[src/rtl/id_ex_stage_if.sv]
// ID/EX stage bus: decode-side operands/control, EX/MEM and MEM/WB forwarding
// sources, and the ALU-facing outputs of the stage.
interface id_ex_stage_if #(
  parameter int SIZE = 32,
  parameter int REGW = 5
);
  logic            stall;
  logic            flush;
  logic            id_valid;
  logic [SIZE-1:0] id_rs_data;
  logic [SIZE-1:0] id_rt_data;
  logic [SIZE-1:0] id_imm;
  logic [REGW-1:0] id_rs;
  logic [REGW-1:0] id_rt;
  logic [REGW-1:0] id_rd;
  logic [3:0]      id_alu_cnt;
  logic [4:0]      id_shamt;
  logic            id_alu_src;
  logic            id_reg_write;
  logic            exm_reg_write;
  logic [REGW-1:0] exm_rd;
  logic [SIZE-1:0] exm_result;
  logic            wb_reg_write;
  logic [REGW-1:0] wb_rd;
  logic [SIZE-1:0] wb_result;
  logic [SIZE-1:0] input1;
  logic [SIZE-1:0] input2;
  logic [3:0]      ALUCnt;
  logic [4:0]      shamt;
  logic [SIZE-1:0] store_data;
  logic [REGW-1:0] ex_rd;
  logic            ex_reg_write;
  logic            ex_valid;
  logic [1:0]      fwd_a;
  logic [1:0]      fwd_b;

  modport master (
    output stall, flush, id_valid, id_rs_data, id_rt_data, id_imm, id_rs, id_rt,
           id_rd, id_alu_cnt, id_shamt, id_alu_src, id_reg_write,
           exm_reg_write, exm_rd, exm_result, wb_reg_write, wb_rd, wb_result,
    input  input1, input2, ALUCnt, shamt, store_data, ex_rd, ex_reg_write,
           ex_valid, fwd_a, fwd_b
  );

  modport slave (
    input  stall, flush, id_valid, id_rs_data, id_rt_data, id_imm, id_rs, id_rt,
           id_rd, id_alu_cnt, id_shamt, id_alu_src, id_reg_write,
           exm_reg_write, exm_rd, exm_result, wb_reg_write, wb_rd, wb_result,
    output input1, input2, ALUCnt, shamt, store_data, ex_rd, ex_reg_write,
           ex_valid, fwd_a, fwd_b
  );
endinterface

[src/rtl/id_ex_stage.sv]
// ID/EX pipeline register with EX/MEM and MEM/WB operand forwarding feeding the ALU.
// Priority per edge: reset > flush > stall > load.
module id_ex_stage #(
  parameter int SIZE = 32,
  parameter int REGW = 5
) (
  input logic         clk,
  input logic         rst_n,
  id_ex_stage_if.slave bus
);

  typedef struct packed {
    logic            valid;
    logic [SIZE-1:0] rs_data;
    logic [SIZE-1:0] rt_data;
    logic [SIZE-1:0] imm;
    logic [REGW-1:0] rs;
    logic [REGW-1:0] rt;
    logic [REGW-1:0] rd;
    logic [3:0]      alu_cnt;
    logic [4:0]      shamt;
    logic            alu_src;
    logic            reg_write;
  } stage_t;

  stage_t          r_stage;
  logic [1:0]      w_fwd_a;
  logic [1:0]      w_fwd_b;
  logic [SIZE-1:0] w_op_a;
  logic [SIZE-1:0] w_op_b;

  always_ff @(posedge clk) begin
    if (!rst_n || bus.flush) begin
      r_stage <= '0;
    end else if (!bus.stall) begin
      r_stage.valid     <= bus.id_valid;
      r_stage.rs_data   <= bus.id_rs_data;
      r_stage.rt_data   <= bus.id_rt_data;
      r_stage.imm       <= bus.id_imm;
      r_stage.rs        <= bus.id_rs;
      r_stage.rt        <= bus.id_rt;
      r_stage.rd        <= bus.id_rd;
      r_stage.alu_cnt   <= bus.id_alu_cnt;
      r_stage.shamt     <= bus.id_shamt;
      r_stage.alu_src   <= bus.id_alu_src;
      r_stage.reg_write <= bus.id_reg_write & bus.id_valid;
    end
  end

  // Forwarding uses live producer buses so results retiring during a stall are seen.
  always_comb begin
    w_fwd_a = 2'b00;
    w_fwd_b = 2'b00;
    if (bus.exm_reg_write && bus.exm_rd != '0 && bus.exm_rd == r_stage.rs)
      w_fwd_a = 2'b10;
    else if (bus.wb_reg_write && bus.wb_rd != '0 && bus.wb_rd == r_stage.rs)
      w_fwd_a = 2'b01;
    if (bus.exm_reg_write && bus.exm_rd != '0 && bus.exm_rd == r_stage.rt)
      w_fwd_b = 2'b10;
    else if (bus.wb_reg_write && bus.wb_rd != '0 && bus.wb_rd == r_stage.rt)
      w_fwd_b = 2'b01;

    case (w_fwd_a)
      2'b10:   w_op_a = bus.exm_result;
      2'b01:   w_op_a = bus.wb_result;
      default: w_op_a = r_stage.rs_data;
    endcase
    case (w_fwd_b)
      2'b10:   w_op_b = bus.exm_result;
      2'b01:   w_op_b = bus.wb_result;
      default: w_op_b = r_stage.rt_data;
    endcase
  end

  assign bus.input1       = w_op_a;
  assign bus.store_data   = w_op_b;
  assign bus.input2       = r_stage.alu_src ? r_stage.imm : w_op_b;
  assign bus.ALUCnt       = r_stage.alu_cnt;
  assign bus.shamt        = r_stage.shamt;
  assign bus.ex_rd        = r_stage.rd;
  assign bus.ex_reg_write = r_stage.reg_write & r_stage.valid;
  assign bus.ex_valid     = r_stage.valid;
  assign bus.fwd_a        = w_fwd_a;
  assign bus.fwd_b        = w_fwd_b;

endmodule

[src/flat_wrapper.sv]
// flat-port wrapper written by rule: the top's interface ports become plain ports
module id_ex_stage_flat 
#(
  parameter int SIZE = 32,
  parameter int REGW = 5
)
  (clk, rst_n, bus_stall, bus_flush, bus_id_valid, bus_id_rs_data, bus_id_rt_data, bus_id_imm, bus_id_rs, bus_id_rt, bus_id_rd, bus_id_alu_cnt, bus_id_shamt, bus_id_alu_src, bus_id_reg_write, bus_exm_reg_write, bus_exm_rd, bus_exm_result, bus_wb_reg_write, bus_wb_rd, bus_wb_result, bus_input1, bus_input2, bus_ALUCnt, bus_shamt, bus_store_data, bus_ex_rd, bus_ex_reg_write, bus_ex_valid, bus_fwd_a, bus_fwd_b);
  id_ex_stage_if #(.SIZE(SIZE), .REGW(REGW)) bus_i ();
  input logic clk;
  input logic rst_n;
  input wire logic [$bits(bus_i.stall)-1:0] bus_stall;
  input wire logic [$bits(bus_i.flush)-1:0] bus_flush;
  input wire logic [$bits(bus_i.id_valid)-1:0] bus_id_valid;
  input wire logic [$bits(bus_i.id_rs_data)-1:0] bus_id_rs_data;
  input wire logic [$bits(bus_i.id_rt_data)-1:0] bus_id_rt_data;
  input wire logic [$bits(bus_i.id_imm)-1:0] bus_id_imm;
  input wire logic [$bits(bus_i.id_rs)-1:0] bus_id_rs;
  input wire logic [$bits(bus_i.id_rt)-1:0] bus_id_rt;
  input wire logic [$bits(bus_i.id_rd)-1:0] bus_id_rd;
  input wire logic [$bits(bus_i.id_alu_cnt)-1:0] bus_id_alu_cnt;
  input wire logic [$bits(bus_i.id_shamt)-1:0] bus_id_shamt;
  input wire logic [$bits(bus_i.id_alu_src)-1:0] bus_id_alu_src;
  input wire logic [$bits(bus_i.id_reg_write)-1:0] bus_id_reg_write;
  input wire logic [$bits(bus_i.exm_reg_write)-1:0] bus_exm_reg_write;
  input wire logic [$bits(bus_i.exm_rd)-1:0] bus_exm_rd;
  input wire logic [$bits(bus_i.exm_result)-1:0] bus_exm_result;
  input wire logic [$bits(bus_i.wb_reg_write)-1:0] bus_wb_reg_write;
  input wire logic [$bits(bus_i.wb_rd)-1:0] bus_wb_rd;
  input wire logic [$bits(bus_i.wb_result)-1:0] bus_wb_result;
  output wire logic [$bits(bus_i.input1)-1:0] bus_input1;
  output wire logic [$bits(bus_i.input2)-1:0] bus_input2;
  output wire logic [$bits(bus_i.ALUCnt)-1:0] bus_ALUCnt;
  output wire logic [$bits(bus_i.shamt)-1:0] bus_shamt;
  output wire logic [$bits(bus_i.store_data)-1:0] bus_store_data;
  output wire logic [$bits(bus_i.ex_rd)-1:0] bus_ex_rd;
  output wire logic [$bits(bus_i.ex_reg_write)-1:0] bus_ex_reg_write;
  output wire logic [$bits(bus_i.ex_valid)-1:0] bus_ex_valid;
  output wire logic [$bits(bus_i.fwd_a)-1:0] bus_fwd_a;
  output wire logic [$bits(bus_i.fwd_b)-1:0] bus_fwd_b;
  assign bus_i.stall = bus_stall;
  assign bus_i.flush = bus_flush;
  assign bus_i.id_valid = bus_id_valid;
  assign bus_i.id_rs_data = bus_id_rs_data;
  assign bus_i.id_rt_data = bus_id_rt_data;
  assign bus_i.id_imm = bus_id_imm;
  assign bus_i.id_rs = bus_id_rs;
  assign bus_i.id_rt = bus_id_rt;
  assign bus_i.id_rd = bus_id_rd;
  assign bus_i.id_alu_cnt = bus_id_alu_cnt;
  assign bus_i.id_shamt = bus_id_shamt;
  assign bus_i.id_alu_src = bus_id_alu_src;
  assign bus_i.id_reg_write = bus_id_reg_write;
  assign bus_i.exm_reg_write = bus_exm_reg_write;
  assign bus_i.exm_rd = bus_exm_rd;
  assign bus_i.exm_result = bus_exm_result;
  assign bus_i.wb_reg_write = bus_wb_reg_write;
  assign bus_i.wb_rd = bus_wb_rd;
  assign bus_i.wb_result = bus_wb_result;
  assign bus_input1 = bus_i.input1;
  assign bus_input2 = bus_i.input2;
  assign bus_ALUCnt = bus_i.ALUCnt;
  assign bus_shamt = bus_i.shamt;
  assign bus_store_data = bus_i.store_data;
  assign bus_ex_rd = bus_i.ex_rd;
  assign bus_ex_reg_write = bus_i.ex_reg_write;
  assign bus_ex_valid = bus_i.ex_valid;
  assign bus_fwd_a = bus_i.fwd_a;
  assign bus_fwd_b = bus_i.fwd_b;
  id_ex_stage #(.SIZE(SIZE), .REGW(REGW)) u_core (.clk(clk), .rst_n(rst_n), .bus(bus_i));
endmodule
[config.mk]
export PLATFORM = sky130hd
export DESIGN_NAME = id_ex_stage_flat
export DESIGN_NICKNAME = d
export VERILOG_FILES = /design/src/rtl/id_ex_stage_if.sv /design/src/rtl/id_ex_stage.sv /design/src/flat_wrapper.sv
export SDC_FILE = /design/constraint.sdc
export NUM_CORES = 1
export LEC_CHECK = 0
export CELL_PAD_IN_SITES_DETAIL_PLACEMENT = 0
export CELL_PAD_IN_SITES_GLOBAL_PLACEMENT = 2
export CORE_ASPECT_RATIO = 0.75
export CORE_MARGIN = 4
export CORE_UTILIZATION = 24
export DETAILED_ROUTE_END_ITERATION = 6
export PLACE_DENSITY_LB_ADDON = 0.1
export SETUP_SLACK_MARGIN = 0.3
export SYNTH_ARGS = -nofsm -noshare
export SYNTH_HDL_FRONTEND = slang
export SYNTH_SLANG_ARGS = --single-unit
[constraint.sdc]
create_clock -name clk -period 4.1 [get_ports clk]
set_input_delay 0.41 -clock clk [delete_from_list [all_inputs] [get_ports clk]]
set_output_delay 0.41 -clock clk [all_outputs]
set_load 0.03 [all_outputs]
; ---- Yosys cells after proc, flatten, opt, wreduce, memory -nomap -nowiden
; Cells that the tools add are included.
; Widths: inputs -> output; s select.
[totals]
regBits = 123
latch_bits = 0
ram_bits = 0
romBits = 0
in_bits = 203
elab_cells = 38
mem_count = 0
[classes]
n_addsub = 0
multipliers = 0
div_mod_pow = 0
n_lt_le_gt_ge = 0
eq_ne = 8
shift = 0
mux = 7
bitwise_logic = 2
n_reduce_logical = 10
[ops]
columns = op, count
row1 = $pmux 32 s2, 2
row2 = $mux 32, 1
row3 = $eq 5x5->1, 4
row4 = $reduce_bool 5->1, 2
row5 = $logic_and 1x1->1, 6
row6 = $eq 2x1->1 const B, 2
row7 = $eq 2x2->1 const B, 2
row8 = $mux 2, 2
row9 = $and 1x1->1, 2
row10 = $mux 1, 2
row11 = $logic_not 1->1, 1
row12 = $logic_or 1x1->1, 1

; ---- Depth between registers and ports, before layout
; Gate-level depths: netlist of the first run.
[depth]
ltp_word = 8
depth_mapped = 7
depth_no_buf = 6

; ---- Worst setup path before layout of the first run
; Ideal clock, no wire load.
[synth_timing]
path_type = input -> output
startpoint = in bus_wb_rd[0]
endpoint = out bus_input2[27]
arrival_ns = 2.475
path_slack_ns = 1.215
cell_stages = 7
cell_sequence = or4_1 -> o21a_1 -> and4_1 -> buf_6 -> buf_12 -> mux2i_1 -> a221oi_1
[synth_via]
elab_chain_cells = 8
word_cells_on_any_way = 10
[synth_lines]
columns = item, line_no
row1 = "start, declared", flat_wrapper.sv:28  ; input wire logic [$bits(bus_i.wb_rd)-1:0] bus_wb_rd;
row2 = $reduce_bool 5->1, id_ex_stage.sv:60  ; else if (bus.wb_reg_write && bus.wb_rd != '0 && bus.wb_rd == r_stage.rt)
row3 = $logic_and 1x1->1, id_ex_stage.sv:60
row4 = $logic_and 1x1->1 (*), id_ex_stage.sv:60
row5 = $mux 1 (*), id_ex_stage.sv:60
row6 = $mux 2 (*), id_ex_stage.sv:58  ; if (bus.exm_reg_write && bus.exm_rd != '0 && bus.exm_rd == r_stage.rt)
row7 = $eq 2x1->1 or $eq 2x2->1 (tied branches), id_ex_stage.sv:68  ; case (w_fwd_b)
row8 = $pmux 32 s2 (*), id_ex_stage.sv:68
row9 = $mux 32 (*), id_ex_stage.sv:77  ; assign bus.input2 = r_stage.alu_src ? r_stage.imm : w_op_b;
row10 = "end, declared", flat_wrapper.sv:31  ; output wire logic [$bits(bus_i.input2)-1:0] bus_input2;
; Mark *: on every way between the ends. The rest lies on a longest branch, timed or not.

; ---- Final worst setup path of the first run
[layout_timing]
startpoint = in bus_exm_rd[4]
endpoint = out bus_input2[9]
[layout_via]
elab_chain_cells = 7
word_cells_on_any_way = 9
[layout_lines]
columns = item, line_no
row1 = "start, declared", flat_wrapper.sv:25  ; input wire logic [$bits(bus_i.exm_rd)-1:0] bus_exm_rd;
row2 = $reduce_bool 5->1, id_ex_stage.sv:58
row3 = $logic_and 1x1->1, id_ex_stage.sv:58
row4 = $logic_and 1x1->1 (*), id_ex_stage.sv:58
row5 = $mux 2 (*), id_ex_stage.sv:58
row6 = $eq 2x1->1 or $eq 2x2->1 (tied branches), id_ex_stage.sv:68
row7 = $pmux 32 s2 (*), id_ex_stage.sv:68
row8 = $mux 32 (*), id_ex_stage.sv:77
; Marked as above.

==> results by group, run 1 <==
Outcome
  • Outcome: finished, final reports clean

Routing
  • Avg WL per Cell: 18.7 um
  • DR vias/cell: 4.48
  • Remaining routing DRC violations: 0
  • Number of nets with antenna violations after routing: 0
  • Initial DRC count: 243
  • Vias after detailed routing: 6312
  • Final routed wirelength across all metal layers: 26400 um
  • Number of detailed-routing iterations run before antenna repair: 5

Power and ir drop
  • Cell Pwr Density: 338 nW/um^2
  • Switching power total: 0.973 mW
  • Max VDD drop: 0.000265 V
  • Clock Power Share: 44.9%
  • Leakage power figure: 4.07 nW
  • Cell Int Power: 2.64 mW
  • Switching share of power: 26.9%
  • Sequential Power Share: 34.9%
  • Comb power frac: 20.2%
  • Design Power: 3.61 mW

Global route
  • Overall Global Routing Usage: 16.9%
  • Overflow left after global routing: 0
  • Maximum number of pins on one net before global-route repair: 98
  • Initial antenna violation count: 1
  • Vias in the first global route: 6467
  • Wire length of the first global-routing pass: 40300 um

Layout
  • Final Net Count: 1249
  • Synthesis-to-layout area growth: 60.3%
  • Final instance count without filler cells: 1410
  • Final Core Density: 39.3%
  • Area of all placed cells without fillers: 10700 sq um
  • Share of final-layout standard cells stronger than drive strength 1: 4.82%
  • # diodes: 0

Timing
  • Count of endpoints failing hold in the final timing report: 0
  • RSZ-0062 raised after global routing: false
  • Setup total negative slack: 0 ps
  • Worst-case clock skew: 0 ps
  • Tightest slew margin relative to the limit: 48.7%
  • Final period util: 90.2%
  • Max-slew violations: 0
  • Fmax: 270 MHz
  • Post-layout min period: 3700 ps
  • Number of endpoints failing setup at the final stage: 0
  • Actual transition at the worst max-transition pin: 770 ps

CTS
  • Total clock sinks: 123
  • Clock Tree Root: clkbuf_16
  • Clock input transition at the sequential cells of the worst setup and hold paths: 60 ps
  • Clock Tree Buf Depth: 2
  • Clock latency at the later pin of the worst-skew pair: 420 ps
  • CTS tree: yes
  • # hold bufs at CTS: 0
  • CTS Buf Count: 17
  • Total number of H-tree levels: 4

Yosys
  • Cell area after technology mapping: 6670 sq um
  • Post-synth cell types: 27
  • Share of synthesized area occupied by flip-flops and latches: 36.9%
  • Number of flip-flops and latches in the synthesized netlist: 123
  • Most area-consuming cells after synthesis: dfxtp_1 37%, mux2i_1 28%, nor2_1 8.8%, a221oi_1 4.2%, nor3_1 2.7%
  • Most common cell in the synthesized netlist: mux2i_1
  • Async S/R FF share, synth: 0%
  • Area share of the largest cell type after synthesis: 36.9%
  • Mapped Avg Cell Area: 8.61 sq um
  • Count of synthesis-stage warnings from yosys: 0
  • EDFF count, synth: 0
  • Most used DFF post-synth: dfxtp_1
  • Top cell type by total area after synthesis: dfxtp_1
  • Synthesized netlist cell count: 774
  • Synth Net Count: 977
  • Top cell types by occurrence after synthesis: 185 x mux2i_1, 156 x nor2_1, 123 x dfxtp_1, 36 x nor3_1

Job
  • # Max-Cap Violations: 0

Floorplanning
  • Chip Width: 200 um
  • Top-Level Pins: 319
  • Number of placement rows: 52
  • Starting density of the core: 24.5%
  • Area of the die: 30500 sq um
  • Height of the die: 152 um
  • Area of the core: 27200 sq um

Placement
  • Post-DP HPWL: 18900 um
  • Instance area after placement: 10000 sq um
  • Port Buffers: 318
  • Final estimated routing congestion in global placement: 0.800
  • Total placed cells including tap cells: 1375

Hold path
  • Worst-case hold path end point: u_core.r_stage[56]
  • Cells on Worst Hold Path: 2
  • Worst hold path type: reg2reg
  • Hold Path Origin: u_core.r_stage[56]

Setup path
  • Worst Path Arrival: 3290 ps
  • Kind of critical path: in2out
  • Worst setup slack for register-to-register paths: 2480 ps
  • Reg2reg path depth: 3
  • CP Launch Type: primary input
  • Critical Path Fanout Max: 97
  • Required time of the worst setup path: 3690 ps
  • Reg-to-reg critical path startpoint: u_core.r_stage[1]
  • Capturing element type of the critical path: output port
  • Terminus of the critical flop-to-flop path: u_core.r_stage[1]
-- metrics by stage --
stage / hold WS (ps) / setup WS, ps
4_1_cts: 502 / 372
3_5_place_dp: 488 / 242
2_1_floorplan: 463 / 1210
5_1_grt: 524 / 318
3_3_place_gp: 476 / 273
6_report: 494 / 400
-- cell usage in the layout (no fill, tap or decap), types with 3 or more instances in the layout --
cell type and instances:
clkdlybuf4s50_1 316, mux2i_1 185, nor2_1 156, dfxtp_1 122, nor3_1 36, inv_1 33
a21oi_1 33, nand2_1 32, o21ai_0 32, a221oi_1 32, clkbuf_16 17, xor2_1 14
buf_12 8, xnor2_1 6, clkinvlp_4 4, bufinv_16 4, and4_2 3, buf_4 3
-- registers in the layout (all words and copies together) (netlist names) --
signal               flops
u_core.bus.ALUCnt        4
u_core.bus.ex_rd         5
u_core.bus.ex_valid      1
u_core.r_stage         108
u_core.bus.shamt         5
-- cell families after synthesis --
logic type | synth area share, %
AOI/OAI and AO/OA | 9.42
xor gates and xnor gates | 2.63
buffers and inverters | 8.58
DFF | 36.9
muxes | 27.8
and+or+nand+nor | 14.6
-- cell type report --
type                            count  area, sq um
Inverter                           33          124
Clock buffer                       18          429
Tap cell                          351          439
Clock inverter                     14          195
Timing Repair Buffer              329         3370
Multi-Input combinational cell    542         3660
Sequential cell                   123         2460
Fill cell                        2768        16500
-- worst max-delay path: stages --
cell and delay, ps:
clkdlybuf4s50_1 460, or4_1 530, o21a_1 220, nand3_4 80
buf_12 300, nor3_1 90, a221oi_1 310, clkdlybuf4s50_1 740
-- routing by layer --
layer	up-vias	GRT usage, %	wire length, um
met5	-	0	13
met4	2	5.11	491
met3	28	5.30	1720
met2	201	25.7	11600
met1	2890	23.1	12600
li1	3191	-	-
-- power groups by stage --
stage / clock network (mW) / logic, mW / registers [mW]
final: 1.62 / 0.729 / 1.26
after global routing: 1.73 / 0.781 / 1.27
after CTS: 1.68 / 0.734 / 1.26
after detailed placement: 0 / 0.728 / 1.29
after global placement: 0 / 0.731 / 1.29
after floorplan: 0 / 0.353 / 1.28
-- how the worst max path moves through the flow --
| stage | start | endpoint | slack [ps] | cells after the start |
|---|---|---|---|---|
| after floorplan | bus_wb_rd[0] | bus_input2[27] | 1210 | 7 |
| after global placement | bus_exm_rd[4] | bus_input2[29] | 270 | 8 |
| after detailed placement | bus_exm_rd[4] | bus_input2[9] | 240 | 8 |
| after CTS | bus_exm_rd[4] | bus_input2[1] | 370 | 8 |
| after global routing | bus_wb_rd[0] | bus_input2[8] | 320 | 8 |
| final | bus_exm_rd[4] | bus_input2[9] | 400 | 8 |
-- what timing repair did --
action,4_1_cts,5_1_grt
setup buffers,0,2
pin swaps,0,1
gates cloned,1,0
endpoints found under the hold margin,0,0
gates resized for setup,1,1
endpoints found under the setup margin,32,17
(Power assumes the default switching activity.)
==> run 2, diff against run 1 <==
- SLEW_MARGIN: default -> 20
==> results of run 2 <==
No change in the layout: final DEF, timing and power equal those of run 1.
==> run 3, diff against run 2 <==
- ABC_AREA: default -> 1
- CORE_UTILIZATION: 24 -> 22
==> results by group, run 3 <==
Yosys
  • Cell area after technology mapping: 6540 sq um
  • Most common cell in the synthesized netlist: nand2_1
  • Combinational family with the most area after synthesis: simple AND/OR/NAND/NOR gates
  • Mapped Avg Cell Area: 6.49 sq um
  • Fraction of synthesized cell area in xor and xnor cells: 2.14%
  • Synth Net Count: 1211
  • Most area-consuming cells after synthesis: dfxtp_1 38%, nand2_1 28%, a21oi_1 9.0%, nand3_1 7.7%, nand3_2 5.1%
  • Most used DFF post-synth: dfxtp_1
  • Count of synthesis-stage warnings from yosys: 0
  • Synthesized netlist cell count: 1008
  • Share of synthesized area occupied by flip-flops and latches: 37.7%
  • Complex-gate fraction of the synthesized area: 9.60%
  • Top cell types by occurrence after synthesis: 485 x nand2_1, 123 x dfxtp_1, 118 x a21oi_1, 101 x nand3_1
  • Post-synth cell types: 22
  • Top cell type by total area after synthesis: dfxtp_1
  • EDFF count, synth: 0
  • Async S/R FF share, synth: 0%
  • Share of synthesized cell area in and, or, nand and nor gates: 42.4%
  • Fraction of synthesized area in multiplexers: 0%
  • Area share of the largest cell type after synthesis: 37.7%
  • Number of flip-flops and latches in the synthesized netlist: 123
  • Synth Area in Adders: 0%

Power and ir drop
  • Comb power frac: 19.8%
  • Sequential Power Share: 35.0%
  • Switching power total: 1.03 mW
  • Clock Power Share: 45.2%
  • Max VDD drop: 0.000244 V
  • Cell Int Power: 2.57 mW
  • Switching share of power: 28.6%
  • Cell Pwr Density: 336 nW/um^2
  • Leakage power figure: 4.45 nW

Global route
  • Overflow left after global routing: 0
  • Busiest grt layer: met1
  • Met2 usage: 27.2%
  • Overall Global Routing Usage: 19.7%
  • Met1 layer usage reported by global route: 29.7%
  • GR Layer Usage met3: 6.44%
  • Wire length of the first global-routing pass: 48800 um
  • Maximum number of pins on one net before global-route repair: 117
  • Vias in the first global route: 7317
  • Initial antenna violation count: 6

Timing
  • Slack of the critical path: 619 ps
  • Post-layout min period: 3480 ps
  • Actual transition at the worst max-transition pin: 973 ps
  • RSZ-0062 raised after global routing: false
  • Tightest slew margin relative to the limit: 35.1%
  • Max-slew violations: 0
  • Setup total negative slack: 0 ps
  • Number of endpoints failing setup at the final stage: 0
  • Final period util: 84.9%
  • Count of endpoints failing hold in the final timing report: 0
  • Worst-case clock skew: 0 ps
  • Worst hold margin: 464 ps
  • Fmax: 287 MHz

Layout
  • Share of final-layout standard cells stronger than drive strength 1: 12.2%
  • Commonest cells after routing, fill and taps aside: 484 x nand2_1, 252 x clkdlybuf4s50_1, 123 x dfxtp_1
  • Synthesis-to-layout area growth: 63.4%
  • Final instance count without filler cells: 1682
  • Area of all placed cells without fillers: 10700 sq um
  • Most frequent standard cell in the layout excluding fill and tap cells: nand2_1
  • Biggest register: u_core.r_stage
  • Final Net Count: 1477
  • Number of flip-flops in the largest register: 108
  • Number of filler cells placed in the layout: 3223

Floorplanning
  • Height of the die: 157 um
  • Area of the core: 29200 sq um
  • Area of the die: 32600 sq um
  • Chip Width: 207 um
  • Number of placement rows: 54
  • Starting density of the core: 22.4%
  • Top-Level Pins: 319

CTS
  • Clock Tree Buf Depth: 2
  • CTS Buf Count: 17
  • Clock Tree Root: clkbuf_16
  • Total clock sinks: 123
  • Clock input transition at the sequential cells of the worst setup and hold paths: 60 ps
  • Number of setup buffers added after CTS: 0
  • Total number of H-tree levels: 4
  • PostCTS Resize Cnt: 0
  • CTS tree: yes
  • Clock latency at the later pin of the worst-skew pair: 430 ps
  • # hold bufs at CTS: 0

Hold path
  • Cells on Worst Hold Path: 2
  • Worst-case hold path end point: u_core.bus.ALUCnt[2]
  • Worst hold path type: reg2reg
  • Hold Path Origin: u_core.bus.ALUCnt[2]

Placement
  • Total placed cells including tap cells: 1647
  • Port Buffers: 318
  • Pre-CTS setup slack: 560 ps
  • Instance area after placement: 10100 sq um
  • Final estimated routing congestion in global placement: 0.821
  • Post-DP HPWL: 24300 um

Setup path
  • CP Launch Type: primary input
  • Worst setup slack for register-to-register paths: 2680 ps
  • Critical path cell sequence: clkdlybuf4s50_1 -> nor2_1 -> nand3_1 -> nand2_2 -> inv_2 -> nand3b_1 -> nand2_1 -> inv_2 -> nand2_1 -> nand3_1 -> clkdlybuf4s50_1
  • Buffers and inverters on the worst path: 4
  • Capturing element type of the critical path: output port
  • Slowest-stage cell, CP: clkdlybuf4s50_1
  • Worst Path Arrival: 3070 ps
  • Terminus of the critical flop-to-flop path: u_core.r_stage[1]
  • Critical Path Fanout Max: 32
  • Dominant delay contributor by cell family on the critical path: buffers and inverters
  • Kind of critical path: in2out
  • Largest incremental delay on the critical path: 680 ps
  • Required time of the worst setup path: 3690 ps
  • Reg-to-reg critical path startpoint: u_core.r_stage[1]
  • Reg2reg path depth: 3

Routing
  • Number of detailed-routing iterations run before antenna repair: 4
  • Number of nets with antenna violations after routing: 0
  • Remaining routing DRC violations: 0
  • Final routed wirelength across all metal layers: 33000 um
  • Initial DRC count: 517
  • Vias after detailed routing: 7323
  • DR vias/cell: 4.35
  • Avg WL per Cell: 19.6 um

Outcome
  • Outcome: finished, final reports clean

Job
  • # Max-Cap Violations: 0
==> run 3: changes by cell type after synthesis, sizes merged, moves of 6 or more <==
| cell | previous run | this run |
|---|---|---|
| nand2 | 32 | 486 |
| mux2i | 185 | 0 |
| nor2 | 157 | 19 |
| nand3 | 1 | 134 |
| a21oi | 33 | 118 |
| nor3 | 36 | 1 |
| a221oi | 32 | 0 |
| o21ai | 32 | 0 |
| inv | 33 | 18 |
| buf | 45 | 52 |
| xor2 | 14 | 8 |
==> run 3: worst min-delay path, stage by stage, from the launching register on <==
cell and delay [ps]:
dfxtp_1 310, nand2_1 60, a21oi_1 50
==> run 3: how the worst max path moves through the flow <==
stage / from / end / slack, ps / cells past startpoint
after floorplan: bus_wb_rd[4] / bus_input2[25] / 1960 / 8
after global placement: bus_wb_rd[1] / bus_input1[23] / 560 / 11
after detailed placement: bus_wb_rd[1] / bus_input1[23] / 560 / 11
after CTS: bus_wb_rd[1] / bus_input1[23] / 560 / 11
after global routing: bus_wb_rd[1] / bus_input1[23] / 430 / 11
final: bus_wb_rd[1] / bus_input1[20] / 620 / 11
==> run 3: cell type report <==
cell class	instances	area, sq um	share of cell area (%)
multi-input combinational	782	3550	33.2
timing repair buffer	332	3490	32.6
sequential	123	2460	23.0
tap	392	490	4.59
clock buffer	19	453	4.24
clock inverter	13	166	1.56
inverter	18	70.1	0.656
antenna	3	7.51	0.0702
==> run 3: layer usage <==
layer	share of wire, %	vias to the layer above
met1	52	3345
li1	-	3756
met3	6.2	22
met5	0.24	-
met4	0.64	10
met2	41	190
==> run 3: power by group through the flow <==
stage | clock [mW] | combinational [mW] | sequential, mW
after floorplan | 0 | 0.301 | 1.28
after global placement | 0 | 0.719 | 1.28
after detailed placement | 0 | 0.715 | 1.28
after CTS | 1.67 | 0.719 | 1.26
after global routing | 1.73 | 0.764 | 1.26
final | 1.63 | 0.711 | 1.26
==> run 3: per-stage QoR <==
stage,total power [mW],utilization [%]
finish,3.59,36.6
global route,3.75,36.6
CTS,3.65,36.6
detailed placement,2.00,34.5
global placement,2.00,34.5
floorplan,1.58,-
==> run 3: cell families after synthesis <==
group / Yosys count
DFF: 123
buffers and inverters: 103
and+or+nand+nor: 643
xor gates and xnor gates: 16
AOI/OAI and AO/OA: 123
